<file path="config.mk">
export PLATFORM = sky130hd
export DESIGN_NAME = mykey_in
export DESIGN_NICKNAME = d
export VERILOG_FILES = /design/src/rtl/mykey_in_pkg.sv /design/src/rtl/mykey_in_debounce.sv /design/src/rtl/mykey_in.sv
export SDC_FILE = /design/constraint.sdc
export NUM_CORES = 1
export LEC_CHECK = 0
export CAP_MARGIN = 20
export CORE_UTILIZATION = 48
export CTS_CLUSTER_SIZE = 25
export DETAILED_ROUTE_END_ITERATION = 10
export DONT_BUFFER_PORTS = 1
export GPL_TIMING_DRIVEN = 0
export RECOVER_POWER = 50
export SLEW_MARGIN = 15
export SYNTH_ARGS = -nofsm -noshare
export SYNTH_HDL_FRONTEND = slang
export SYNTH_HIERARCHICAL = 1
export SYNTH_SLANG_ARGS = --single-unit
</file>
<file path="constraint.sdc">
create_clock -name CLK -period 4.3 [get_ports CLK]
set_input_delay 0.86 -clock CLK [delete_from_list [all_inputs] [get_ports CLK]]
set_output_delay 0.86 -clock CLK [all_outputs]
set_load 0.05 [all_outputs]
</file>
<file path="src/rtl/mykey_in_pkg.sv">
// mykey_in_pkg: shared constants and helpers for the push-button peripheral.
// Optional feature macro: MYKEY_IN_RELEASE_EDGE_EN (adds release-edge capture).
package mykey_in_pkg;

  localparam int NKEY = 4;

  // Events produced per key: press only, or press + release.
`ifdef MYKEY_IN_RELEASE_EDGE_EN
  localparam int EVT_W = 2;
`else
  localparam int EVT_W = 1;
`endif

  // EDGE/MASK register width: press bits [3:0], release bits [7:4] if enabled.
  localparam int EDGE_W = NKEY * EVT_W;

  // Avalon word addresses of the register file.
  localparam logic [1:0] ADDR_DATA  = 2'd0;
  localparam logic [1:0] ADDR_MASK  = 2'd1;
  localparam logic [1:0] ADDR_EDGE  = 2'd2;
  localparam logic [1:0] ADDR_COUNT = 2'd3;

  // Width able to hold a popcount of all keys (0..NKEY).
  localparam int POP_W = $clog2(NKEY + 1);

  // Number of set bits in a per-key event vector.
  function automatic logic [POP_W-1:0] popcount(input logic [NKEY-1:0] v);
    logic [POP_W-1:0] s;
    s = '0;
    for (int i = 0; i < NKEY; i++) begin
      s = s + POP_W'(v[i]);
    end
    return s;
  endfunction

endpackage

</file>
<file path="src/rtl/mykey_in_debounce.sv">
// mykey_in_debounce: one key channel. Two-flop synchronizer, inversion to
// positive logic, stability counter and the accepted `stable` level.
// evt[0] pulses on the cycle `stable` rises; evt[1] (only with
// MYKEY_IN_RELEASE_EDGE_EN) pulses on the cycle it falls. The pulses are
// combinational so the register file updates on the same edge as `stable`.
module mykey_in_debounce
  import mykey_in_pkg::*;
#(
  parameter int DB_CYCLES = 500000
) (
  input  logic             CLK,
  input  logic             RST_N,
  input  logic             key_n,
  output logic             stable,
  output logic [EVT_W-1:0] evt
);

  localparam int CW = (DB_CYCLES > 1) ? $clog2(DB_CYCLES) : 1;
  localparam logic [CW-1:0] CNT_MAX = CW'(DB_CYCLES - 1);

  logic [1:0]    sync_reg;
  logic [CW-1:0] cnt_reg;
  logic          stable_reg;
  logic          pressed;
  logic          differ;
  logic          accept;

  assign pressed = ~sync_reg[1];
  assign differ  = (pressed != stable_reg);
  assign accept  = differ && (cnt_reg == CNT_MAX);

  // Synchronizer resets to the idle-high level so a held key is not seen at reset.
  always_ff @(posedge CLK or negedge RST_N) begin
    if (!RST_N) begin
      sync_reg <= 2'b11;
    end else begin
      sync_reg <= {sync_reg[0], key_n};
    end
  end

  // Count consecutive cycles of disagreement; accept the new level after DB_CYCLES.
  always_ff @(posedge CLK or negedge RST_N) begin
    if (!RST_N) begin
      cnt_reg    <= '0;
      stable_reg <= 1'b0;
    end else if (!differ) begin
      cnt_reg <= '0;
    end else if (accept) begin
      cnt_reg    <= '0;
      stable_reg <= pressed;
    end else begin
      cnt_reg <= cnt_reg + CW'(1);
    end
  end

  assign stable = stable_reg;
  assign evt[0] = accept & pressed;
`ifdef MYKEY_IN_RELEASE_EDGE_EN
  assign evt[1] = accept & ~pressed;
`endif

endmodule

</file>
<file path="src/rtl/mykey_in.sv">
// mykey_in: Avalon-MM slave reporting debounced KEY[3:0] state, sticky press
// edges, a press counter and a masked level interrupt to the Nios II.
// Optional feature macro: MYKEY_IN_RELEASE_EDGE_EN (EDGE/MASK bits [7:4]
// track key releases).
module mykey_in
  import mykey_in_pkg::*;
#(
  parameter int DB_CYCLES = 500000,
  parameter int CNT_W     = 16
) (
  input  logic        CLK,
  input  logic        RST_N,
  input  logic [3:0]  KEY_N,
  input  logic [1:0]  address,
  input  logic        read,
  input  logic        write,
  input  logic [31:0] writedata,
  output logic [31:0] readdata,
  output logic        irq
);

  logic [NKEY-1:0]   stable_vec;
  logic [NKEY-1:0]   press_vec;
  logic [EVT_W-1:0]  evt_w [NKEY];
  logic [EDGE_W-1:0] edge_set;

  logic [EDGE_W-1:0] mask_reg;
  logic [EDGE_W-1:0] edge_reg;
  logic [CNT_W-1:0]  count_reg;
  logic              irq_reg;
  logic [31:0]       readdata_reg;
  logic [31:0]       rd_mux;

  logic wr_mask;
  logic wr_edge;
  logic wr_count;

  // Only the low EDGE_W bits of writedata carry meaning.
  logic unused_wdata;
  assign unused_wdata = ^writedata[31:EDGE_W];

  genvar gi;
  generate
    for (gi = 0; gi < NKEY; gi++) begin : g_key
      mykey_in_debounce #(
        .DB_CYCLES (DB_CYCLES)
      ) u_debounce (
        .CLK    (CLK),
        .RST_N  (RST_N),
        .key_n  (KEY_N[gi]),
        .stable (stable_vec[gi]),
        .evt    (evt_w[gi])
      );
      assign press_vec[gi] = evt_w[gi][0];
    end
  endgenerate

`ifdef MYKEY_IN_RELEASE_EDGE_EN
  logic [NKEY-1:0] release_vec;
  generate
    for (gi = 0; gi < NKEY; gi++) begin : g_rel
      assign release_vec[gi] = evt_w[gi][1];
    end
  endgenerate
  assign edge_set = {release_vec, press_vec};
`else
  assign edge_set = press_vec;
`endif

  assign wr_mask  = write && (address == ADDR_MASK);
  assign wr_edge  = write && (address == ADDR_EDGE);
  assign wr_count = write && (address == ADDR_COUNT);

  // Interrupt enable mask, plain read/write.
  always_ff @(posedge CLK or negedge RST_N) begin
    if (!RST_N) begin
      mask_reg <= '0;
    end else if (wr_mask) begin
      mask_reg <= writedata[EDGE_W-1:0];
    end
  end

  // Sticky edges: write-1-to-clear, but a new event on the same bit wins.
  always_ff @(posedge CLK or negedge RST_N) begin
    if (!RST_N) begin
      edge_reg <= '0;
    end else begin
      edge_reg <= (edge_reg & ~(wr_edge ? writedata[EDGE_W-1:0] : '0)) | edge_set;
    end
  end

  // Press counter: any write clears it, this cycle's presses are still added.
  always_ff @(posedge CLK or negedge RST_N) begin
    if (!RST_N) begin
      count_reg <= '0;
    end else begin
      count_reg <= (wr_count ? '0 : count_reg) + CNT_W'(popcount(press_vec));
    end
  end

  // Level interrupt registered from the currently latched edges.
  always_ff @(posedge CLK or negedge RST_N) begin
    if (!RST_N) begin
      irq_reg <= 1'b0;
    end else begin
      irq_reg <= |(edge_reg & mask_reg);
    end
  end

  // Read mux over pre-write register values.
  always_comb begin
    rd_mux = '0;
    case (address)
      ADDR_DATA:  rd_mux[NKEY-1:0]   = stable_vec;
      ADDR_MASK:  rd_mux[EDGE_W-1:0] = mask_reg;
      ADDR_EDGE:  rd_mux[EDGE_W-1:0] = edge_reg;
      ADDR_COUNT: rd_mux[CNT_W-1:0]  = count_reg;
    endcase
  end

  // Read data register: latency 1, holds its value when not reading.
  always_ff @(posedge CLK or negedge RST_N) begin
    if (!RST_N) begin
      readdata_reg <= '0;
    end else if (read) begin
      readdata_reg <= rd_mux;
    end
  end

  assign readdata = readdata_reg;
  assign irq      = irq_reg;

endmodule

</file>
### Word level (Yosys, flattened, before mapping)

Index checks and enable logic that the tools add are counted.

* bits of input ports: 42
* memories kept: 0
* bits in writable memories: 0
* logic and storage cells: 73
* ROM bits: 0
* bits in latches: 0
* output and inout port bits: 33
* register bits: 129

* div/mod/pow operators: 0
* multiplexer cells: 12
* reductions and logical operators: 13
* multiply operators: 0
* add/sub/neg operators: 8
* eq/ne operators: 11
* magnitude comparators: 0
* shift operators: 0
* bitwise gates (word level): 12

Operators by type and width (count)
* $mux W19: 8
* $add A19 B1 Y19 const B: 4
* $eq A19 B19 Y1 const B: 4
* $add A16 B3 Y16: 1
* $mux W16: 1
* $pmux W4 S4: 1
* $mux W12: 1
* $and A4 B4 Y4: 2
* $reduce_and A2 Y1: 4
* $logic_and A1 B1 Y1: 7
* $and A1 B1 Y1: 4
* $eq A2 B2 Y1 const B: 2
* $mux W4: 1
* $ne A1 B1 Y1: 4
* $not A1 Y1: 4
* $not A4 Y4: 1
* $or A4 B4 Y4: 1
* $reduce_or A4 Y1: 1
* $add A2 B1 Y3: 1
* $add A3 B1 Y3: 1
* $add A1 B1 Y2: 1
* $eq A2 B1 Y1 const B: 1
* $logic_not A2 Y1: 1

### Longest topological paths before layout

Gate-level depths: netlist of the first run.

* word-level depth: 8
* mapped depth: 13
* mapped depth without buffers: 13

### Hierarchy

The synthesis of the first run kept the hierarchy.

Modules (own cells, without submodules)
* mykey_in_debounce: instances 4, area an instance 1086.0 um^2, cells each 103, sequential area each 553.0 um^2
* mykey_in: instances 1, area an instance 2083.2 um^2, cells each 198, sequential area each 1026.0 um^2

### Worst setup path before layout of the first run

OpenSTA, ideal clock, no wires.

* path kind: register to register
* from: register g_key[0].u_debounce.cnt_reg[11]
* to: register count_reg[12]
* cell stages (with the launch flop): 14
* setup time: 0.120 ns
* path buffers: 0
* clock period less this slack: 3.512 ns
* arrival: 3.391 ns
* required time: 4.180 ns
* path slack: 0.788 ns
* cells stage by stage: dfrtp_1 nor4b_2 nand2_1 or4_4 nor3_1 fa_1 inv_1 fa_1 inv_1 fa_1 nand3_1 nor4_4 a31oi_1 a41o_1

* longest elaborated chain between the ends: 7

RTL lines
* start: declaration: line mykey_in_debounce.sv:22 `logic [CW-1:0] cnt_reg;`
* start signal: assignment: line mykey_in_debounce.sv:52 `cnt_reg <= cnt_reg + CW'(1);`
* $eq A19 B19 Y1: line mykey_in_debounce.sv:30 `assign accept = differ && (cnt_reg == CNT_MAX);`
* $logic_and A1 B1 Y1: line mykey_in_debounce.sv:30
* $and A1 B1 Y1: line mykey_in_debounce.sv:57 `assign evt[0] = accept & pressed;`
* named net edge_set[0]: line mykey_in.sv:25 `logic [EDGE_W-1:0] edge_set;`
* $add A1 B1 Y2: line mykey_in_pkg.sv:31 `s = s + POP_W'(v[i]);`
* $add A2 B1 Y3: line mykey_in_pkg.sv:31
* $add A3 B1 Y3: line mykey_in_pkg.sv:31
* $add A16 B3 Y16: line mykey_in.sv:97 `count_reg <= (wr_count ? '0 : count_reg) + CNT_W'(popcount(press_vec));`
* end signal: assignment: line mykey_in.sv:97
* end: declaration: line mykey_in.sv:29 `logic [CNT_W-1:0] count_reg;`

The timed path passes the listed nets, and every way through them passes these cells.
A chain may end at the register's enable or synchronous reset.

### Worst setup path after layout of the first run

* from: register g_key[1].u_debounce.cnt_reg[0]
* to: register count_reg[14]

* longest elaborated chain between the ends: 7

RTL lines (line)
* start: declaration: mykey_in_debounce.sv:22
* start signal: assignment: mykey_in_debounce.sv:52
* $eq A19 B19 Y1: mykey_in_debounce.sv:30
* $logic_and A1 B1 Y1: mykey_in_debounce.sv:30
* $and A1 B1 Y1: mykey_in_debounce.sv:57
* named net edge_set[1]: mykey_in.sv:25
* $add A1 B1 Y2: mykey_in_pkg.sv:31
* $add A2 B1 Y3: mykey_in_pkg.sv:31
* $add A3 B1 Y3: mykey_in_pkg.sv:31
* $add A16 B3 Y16: mykey_in.sv:97

The timed path passes the listed nets, and every way through them passes these cells.

==> results of run 1 <==
-- power breakdown --
| part | internal, mW | leakage, nW | switching, mW | total, mW |
|---|---|---|---|---|
| registers | 1.24 | 1.75 | 0.0344 | 1.28 |
| logic | 0.0430 | 1.16 | 0.0678 | 0.111 |
| clock network | 1.05 | 0.313 | 0.513 | 1.56 |
-- cell usage after synthesis, types with 9 or more instances --
| master | count |
|---|---|
| dfrtp_1 | 121 |
| nor2_1 | 68 |
| nand2_1 | 57 |
| xnor2_1 | 36 |
| xor2_1 | 31 |
| nand3_1 | 30 |
| nand4_1 | 22 |
| inv_1 | 21 |
| o21ai_0 | 20 |
| buf_4 | 18 |
| a21oi_1 | 15 |
| nor3_1 | 14 |
| nor4_1 | 12 |
| buf_2 | 11 |
| and4_1 | 10 |
| and2_1 | 9 |
-- worst max-delay path by stage --
stage                    end  depth (start not counted)                             from
2_1_floorplan  count_reg[12]                         13  g_key[0].u_debounce/cnt_reg[11]
3_3_place_gp   count_reg[12]                         13  g_key[3].u_debounce/cnt_reg[10]
3_5_place_dp   count_reg[12]                         13   g_key[1].u_debounce/cnt_reg[0]
4_1_cts        count_reg[12]                         13   g_key[1].u_debounce/cnt_reg[0]
5_1_grt        count_reg[14]                         13   g_key[0].u_debounce/cnt_reg[0]
6_report       count_reg[14]                         13   g_key[1].u_debounce/cnt_reg[0]
-- worst max-delay path, delay by kind of cell (launching register included) --
kind                     cells  cell delay, ns
AO/OA/AOI/OAI                2            0.36
adder cells (fa/ha/maj)      4            1.08
buffers and inverters        2            0.13
flip-flops                   1            0.40
AND/OR/NAND/NOR              5            1.86
-- placed cells by master (no fill, tap or decap), drive strengths merged, types with 3 or more instances in the layout --
cell type	count
or3	6
and3	11
bufinv	4
or2	4
xnor2	36
inv	21
dfstp	8
buf	33
a21o	4
xor2	31
dfrtp	121
nand2	57
nand2b	4
mux2	8
nor2	68
o21ai	20
mux2i	5
conb	16
mux4	4
nor4	13
nand3	30
ha	5
nor4b	4
and4	10
a21oi	15
nand4b	6
nand4	22
clkbuf	27
fa	3
o31ai	8
nor3	14
or4	12
o41ai	4
and2	9
-- final cells by class --
| class | instances | area [sq um] | area share, % |
|---|---|---|---|
| inverter | 21 | 78.8 | 1.07 |
| buffer | 36 | 246 | 3.35 |
| tap | 172 | 215 | 2.93 |
| multi-input combinational | 439 | 2920 | 39.7 |
| clock inverter | 8 | 149 | 2.03 |
| sequential | 129 | 3240 | 44.1 |
| clock buffer | 24 | 502 | 6.83 |
-- metrics by stage --
step	power, mW	area, sq um	hold slack, ns
detailed placement	1.41	6700	0.350
global route	3.04	7350	0.116
CTS	2.98	7350	0.125
global placement	1.41	6700	0.349
finish	2.95	7350	0.142
floorplan	1.39	6480	0.345
-- per-layer routing --
metal	vias up	share of wire [%]
met5	-	0
met3	16	5.4
met4	0	1.4
met2	85	48
met1	2233	45
li1	2180	-
-- kinds of logic (layout without fill, tap and decap cells) --
| kind of cell | after synthesis | count (layout) | synth area share (%) |
|---|---|---|---|
| adders and majority gates | 8 | 8 | 1.91 |
| DFF | 129 | 129 | 50.4 |
| muxes | 17 | 17 | 3.58 |
| buffers and inverters | 57 | 89 | 5.06 |
| AOI/OAI and AO/OA | 59 | 59 | 6.99 |
| xor gates and xnor gates | 67 | 67 | 9.13 |
| and+or+nand+nor | 272 | 272 | 22.9 |
| other | 1 | 16 | 0.0583 |
==> flow_metrics.env, run 1 <==
export IMPL_number_of_storage_elements_in_the_synthesis_netlist=129
export IMPL_io_buffer_count=0
export IMPL_fillers=1096
export IMPL_finalSetupViolations=0
export IMPL_synth_top_cell_area_share_pct=47.1
export IMPL_synth_seq_area_share_pct=50.4
export IMPL_leakagePower_nw=3.23
export IMPL_cts_hold_buf=0
export IMPL_pre_cts_slack_ns=0.358
export IMPL_r2r_worst_path_cells=13
export IMPL_synth_async_reset_ratio_pct=100
export IMPL_antenna_diode_count=0
export IMPL_clock_skew_ns=0.00809
export IMPL_cts_repair_resize_count=0
export IMPL_path_cells="ha_1, nand3_1, or4_4, nor3_1, fa_1, inv_1, fa_1, inv_1, fa_1, nand3_1, nor4_4, a31oi_1, a41o_1"
export IMPL_postSynthAreaPerCell_sq_um=10.5
export IMPL_maxCapViolations=0
export IMPL_grt_pass1_wl_mm=21.5
export IMPL_cts_repair_timing_setup_buffer_count=0
export IMPL_period_share_pct=91.8
export IMPL_min_path_type="in -> async"
export IMPL_detail_route_antenna_nets=0
export IMPL_worst_ep_required_time_ns=4.60
export IMPL_largest_register_ffs=76
export IMPL_clock_tree_htree_level_count=4
export IMPL_post_synth_instance_area_sq_mm=0.00643
export IMPL_initial_core_util_pct=50.1
export IMPL_setup_worst_path_class="reg -> reg"
export IMPL_cts_buffers_inserted=17
export IMPL_clock_tree_buffer_depth=2
export IMPL_worst_r2r_startpoint="g_key[1].u_debounce/cnt_reg[0]"
export IMPL_wire_per_inst_um=15.4
export IMPL_gp_congestion=0.843
export IMPL_first_global_vias=4500
export IMPL_design_core_area_sq_mm=0.0128
export IMPL_overflow_after_grt=0
export IMPL_floorplan_die_area_sq_mm=0.0139
export IMPL_final_layout_size_suffix_gt1_share_pct=16.3
export IMPL_post_route_setup_slack_ns=0.351
export IMPL_time_the_worst_path_needs_with_i_o_delays_and_setup_ns=3.95
export IMPL_tritoncts="done"
export IMPL_grt_setup_unrepaired="no"
export IMPL_finalNonFillerCells=829
export IMPL_area_growth_pct=14.3
export IMPL_timing_critical_path_slowest_cell_delay_ns=0.54
export IMPL_die_h_um=118
export IMPL_endpoint_kind="flop"
export IMPL_clk_pin_slew_ns=0.06
export IMPL_cts_sink_count=129
export IMPL_num_nets_final=694
export IMPL_cp_start_kind="flop"
export IMPL_worst_slew_pin_slew_ns=0.561
export IMPL_grtUsageTotal_pct=19.5
export IMPL_post_synth_inst_count=610
export IMPL_detailed_place_hpwl_mm=8.45
export IMPL_synth_cell_types=47
export IMPL_timing_final_max_slew_violations=0
export IMPL_rows=41
export IMPL_ff2ff_setup_slack_ns=0.35
export IMPL_cp_data_arrival_time_ns=4.25
export IMPL_worst_r2r_endpoint="count_reg[14]"
export IMPL_drc=0
export IMPL_relSlewSlack_pct=62.5
export IMPL_synth_top_area_cell="dfrtp_1"
export IMPL_pin_count=75
export IMPL_grt_antenna_before_repair=0
export IMPL_clock_fmax_mhz=253
export IMPL_setup_total_negative_slack_ns=0
export IMPL_final_hold_violation_count=0
export IMPL_global_route_usage_met3_pct=6.30
export IMPL_finish_utilization_pct=57.3
export IMPL_drt_vias_per_instance=5.45
export IMPL_die_width_um=118
export IMPL_outcome="complete, no violations"
export IMPL_largest_driver_fanout_on_the_critical_path=8
export IMPL_grtUsageMet1_pct=23.5
export IMPL_yosys_warnings=6
export IMPL_detailroute_via_count=4514
export IMPL_grt_max_degree=130
export IMPL_grt_met2_use_pct=32.6
export IMPL_drt_initial_drc_count=236
export IMPL_busiest_layer="met2"
export IMPL_crit_path_top_delay_cell="or4_4"
export IMPL_synth_edff_count=0
export IMPL_placed_cells=797
export IMPL_detail_route_wirelength_mm=12.8
export IMPL_insertion_delay_ns=0.42
export IMPL_p_per_area_mw_per_mm2=401
export IMPL_drtPass1Iterations=6
export IMPL_cts_root_buffer_cell="clkbuf_16"
export IMPL_synth_top_cells_by_area="dfrtp_1 47%, xnor2_1 4.9%, xor2_1 4.2%"
export IMPL_path_common_cell="fa_1"
export IMPL_synth_flop_cell="dfrtp_1"
export IMPL_vdd_ir_drop_worst_mv=0.377
(Power assumes the default switching activity.)
==> run 2, diff against run 1 <==
- CELL_PAD_IN_SITES_DETAIL_PLACEMENT: default -> 2
- CELL_PAD_IN_SITES_GLOBAL_PLACEMENT: default -> 2
- CORE_UTILIZATION: 48 -> 41
- PLACE_DENSITY_LB_ADDON: default -> 0.1
==> flow_metrics.env, run 2 (same netlist as run 1, synthesis figures left out) <==
export IMPL_outcome="complete, no violations"
export IMPL_io_buffer_count=0
export IMPL_tritoncts="done"
export IMPL_grt_max_degree=130
export IMPL_drtPass1Iterations=4
export IMPL_detailed_place_hpwl_mm=10.9
export IMPL_wire_per_inst_um=18.9
export IMPL_final_layout_size_suffix_gt1_share_pct=16.4
export IMPL_largest_register_ffs=76
export IMPL_time_the_worst_path_needs_with_i_o_delays_and_setup_ns=4.00
export IMPL_grt_antenna_before_repair=0
export IMPL_cts_hold_buf=0
export IMPL_post_route_setup_slack_ns=0.297
export IMPL_place_area_sq_mm=0.00675
export IMPL_pre_cts_slack_ns=0.199
export IMPL_floorplan_die_area_sq_mm=0.0162
export IMPL_cts_root_buffer_cell="clkbuf_16"
export IMPL_gp_congestion=0.750
export IMPL_cts_sink_count=129
export IMPL_setup_total_negative_slack_ns=0
export IMPL_finalNonFillerCells=868
export IMPL_timing_final_max_slew_violations=0
export IMPL_worst_ep_required_time_ns=4.61
export IMPL_most_frequent_standard_cell_in_the_layout_excluding_fill_and_tap_cells="dfrtp_1"
export IMPL_initial_core_util_pct=42.1
export IMPL_worst_slew_pin_slew_ns=0.594
export IMPL_clock_tree_buffer_depth=2
export IMPL_area_sequential_sq_mm=0.00324
export IMPL_holdWs_ns=0.130
export IMPL_min_path_type="in -> async"
export IMPL_area_of_the_multi_input_gates_sq_mm=0.00293
export IMPL_cts_buffers_inserted=17
export IMPL_grt_setup_unrepaired="no"
export IMPL_placed_cells=836
export IMPL_fillers=1564
export IMPL_detail_route_antenna_nets=0
export IMPL_clock_fmax_mhz=250
export IMPL_vdd_ir_drop_worst_mv=0.340
export IMPL_die_width_um=127
export IMPL_finalSetupViolations=0
export IMPL_totalPowerFinal_mw=2.89
export IMPL_clock_tree_htree_level_count=4
export IMPL_area_growth_pct=14.6
export IMPL_maxCapViolations=0
export IMPL_p_per_area_mw_per_mm2=392
export IMPL_endpoint_kind="flop"
export IMPL_cp_data_arrival_time_ns=4.32
export IMPL_first_global_vias=5128
export IMPL_detailroute_via_count=4720
export IMPL_grt_pass1_wl_mm=27.7
export IMPL_cp_start_kind="flop"
export IMPL_pin_count=75
export IMPL_relSlewSlack_pct=60.3
export IMPL_num_nets_final=694
export IMPL_grtUsageTotal_pct=22.4
export IMPL_overflow_after_grt=0
export IMPL_setup_worst_path_class="reg -> reg"
export IMPL_drc=0
export IMPL_final_hold_violation_count=0
export IMPL_drt_vias_per_instance=5.44
export IMPL_clock_skew_ns=0.0107
export IMPL_antenna_diode_count=0
export IMPL_postLayoutCellArea_sq_mm=0.00737
export IMPL_insertion_delay_ns=0.43
export IMPL_period_share_pct=93.1
export IMPL_finish_utilization_pct=48.3
export IMPL_drt_initial_drc_count=183
export IMPL_largest_driver_fanout_on_the_critical_path=8
export IMPL_clk_pin_slew_ns=0.06
export IMPL_leakagePower_nw=3.22
export IMPL_design_core_area_sq_mm=0.0153
export IMPL_detail_route_wirelength_mm=16.4
export IMPL_most_common_layout_cells="121 x dfrtp_1, 68 x nor2_1, 57 x nand2_1, 36 x xnor2_1, 31 x xor2_1"
export IMPL_rows=45
export IMPL_die_h_um=127
[run 2: worst max-delay path, stage by stage (launching register included)]
cell and delay (ns):
dfrtp_1 0.40, ha_1 0.23, nand3_1 0.34, or4_4 0.55
nor3_1 0.31, fa_1 0.23, inv_1 0.05, fa_1 0.41
inv_1 0.10, fa_1 0.21, nand3_1 0.23, nor4_4 0.46
a31oi_1 0.15, a41o_1 0.22
[run 2: final timing paths]
kind,cells after the start,slack (ns),start,end
min reg2reg,0,0.36,g_key[3].u_debounce/sync_reg[0],g_key[3].u_debounce/sync_reg[1]
max,13,0.30,g_key[3].u_debounce/cnt_reg[0],count_reg[14]
min in group CLK,0,0.36,g_key[3].u_debounce/sync_reg[0],g_key[3].u_debounce/sync_reg[1]
min,0,0.13,RST_N,g_key[2].u_debounce/cnt_reg[18]
max reg2reg,13,0.30,g_key[3].u_debounce/cnt_reg[0],count_reg[14]
max in group asynchronous,0,3.90,RST_N,g_key[1].u_debounce/sync_reg[0]
[run 2: area by class of cell]
cell class	count	share of cell area [%]
Tap cell	211	3.58
Clock inverter	10	1.82
Multi-Input combinational cell	439	39.8
Inverter	21	1.07
Buffer	36	3.35
Clock buffer	22	6.44
Sequential cell	129	44.0
[run 2: routing by layer]
| metal | share of wire (%) | track usage, % |
|---|---|---|
| met5 | 0 | 0 |
| met2 | 52 | 39.1 |
| met3 | 3.3 | 5.82 |
| met4 | 1.0 | 6.93 |
| met1 | 44 | 27.2 |
[run 2: power by group]
part / leakage, nW / switching (mW) / total [mW] / internal (mW)
Sequential: 1.75 / 0.0362 / 1.28 / 1.24
Clock: 0.296 / 0.540 / 1.49 / 0.954
Combinational: 1.17 / 0.0722 / 0.115 / 0.0433
Total: 3.22 / 0.648 / 2.89 / 2.24
[run 2: what timing repair did]
action	in CTS	in global routing
endpoints found under the setup margin	0	2
endpoints found under the hold margin	0	0
setup buffers	0	0
gates resized for setup	0	2
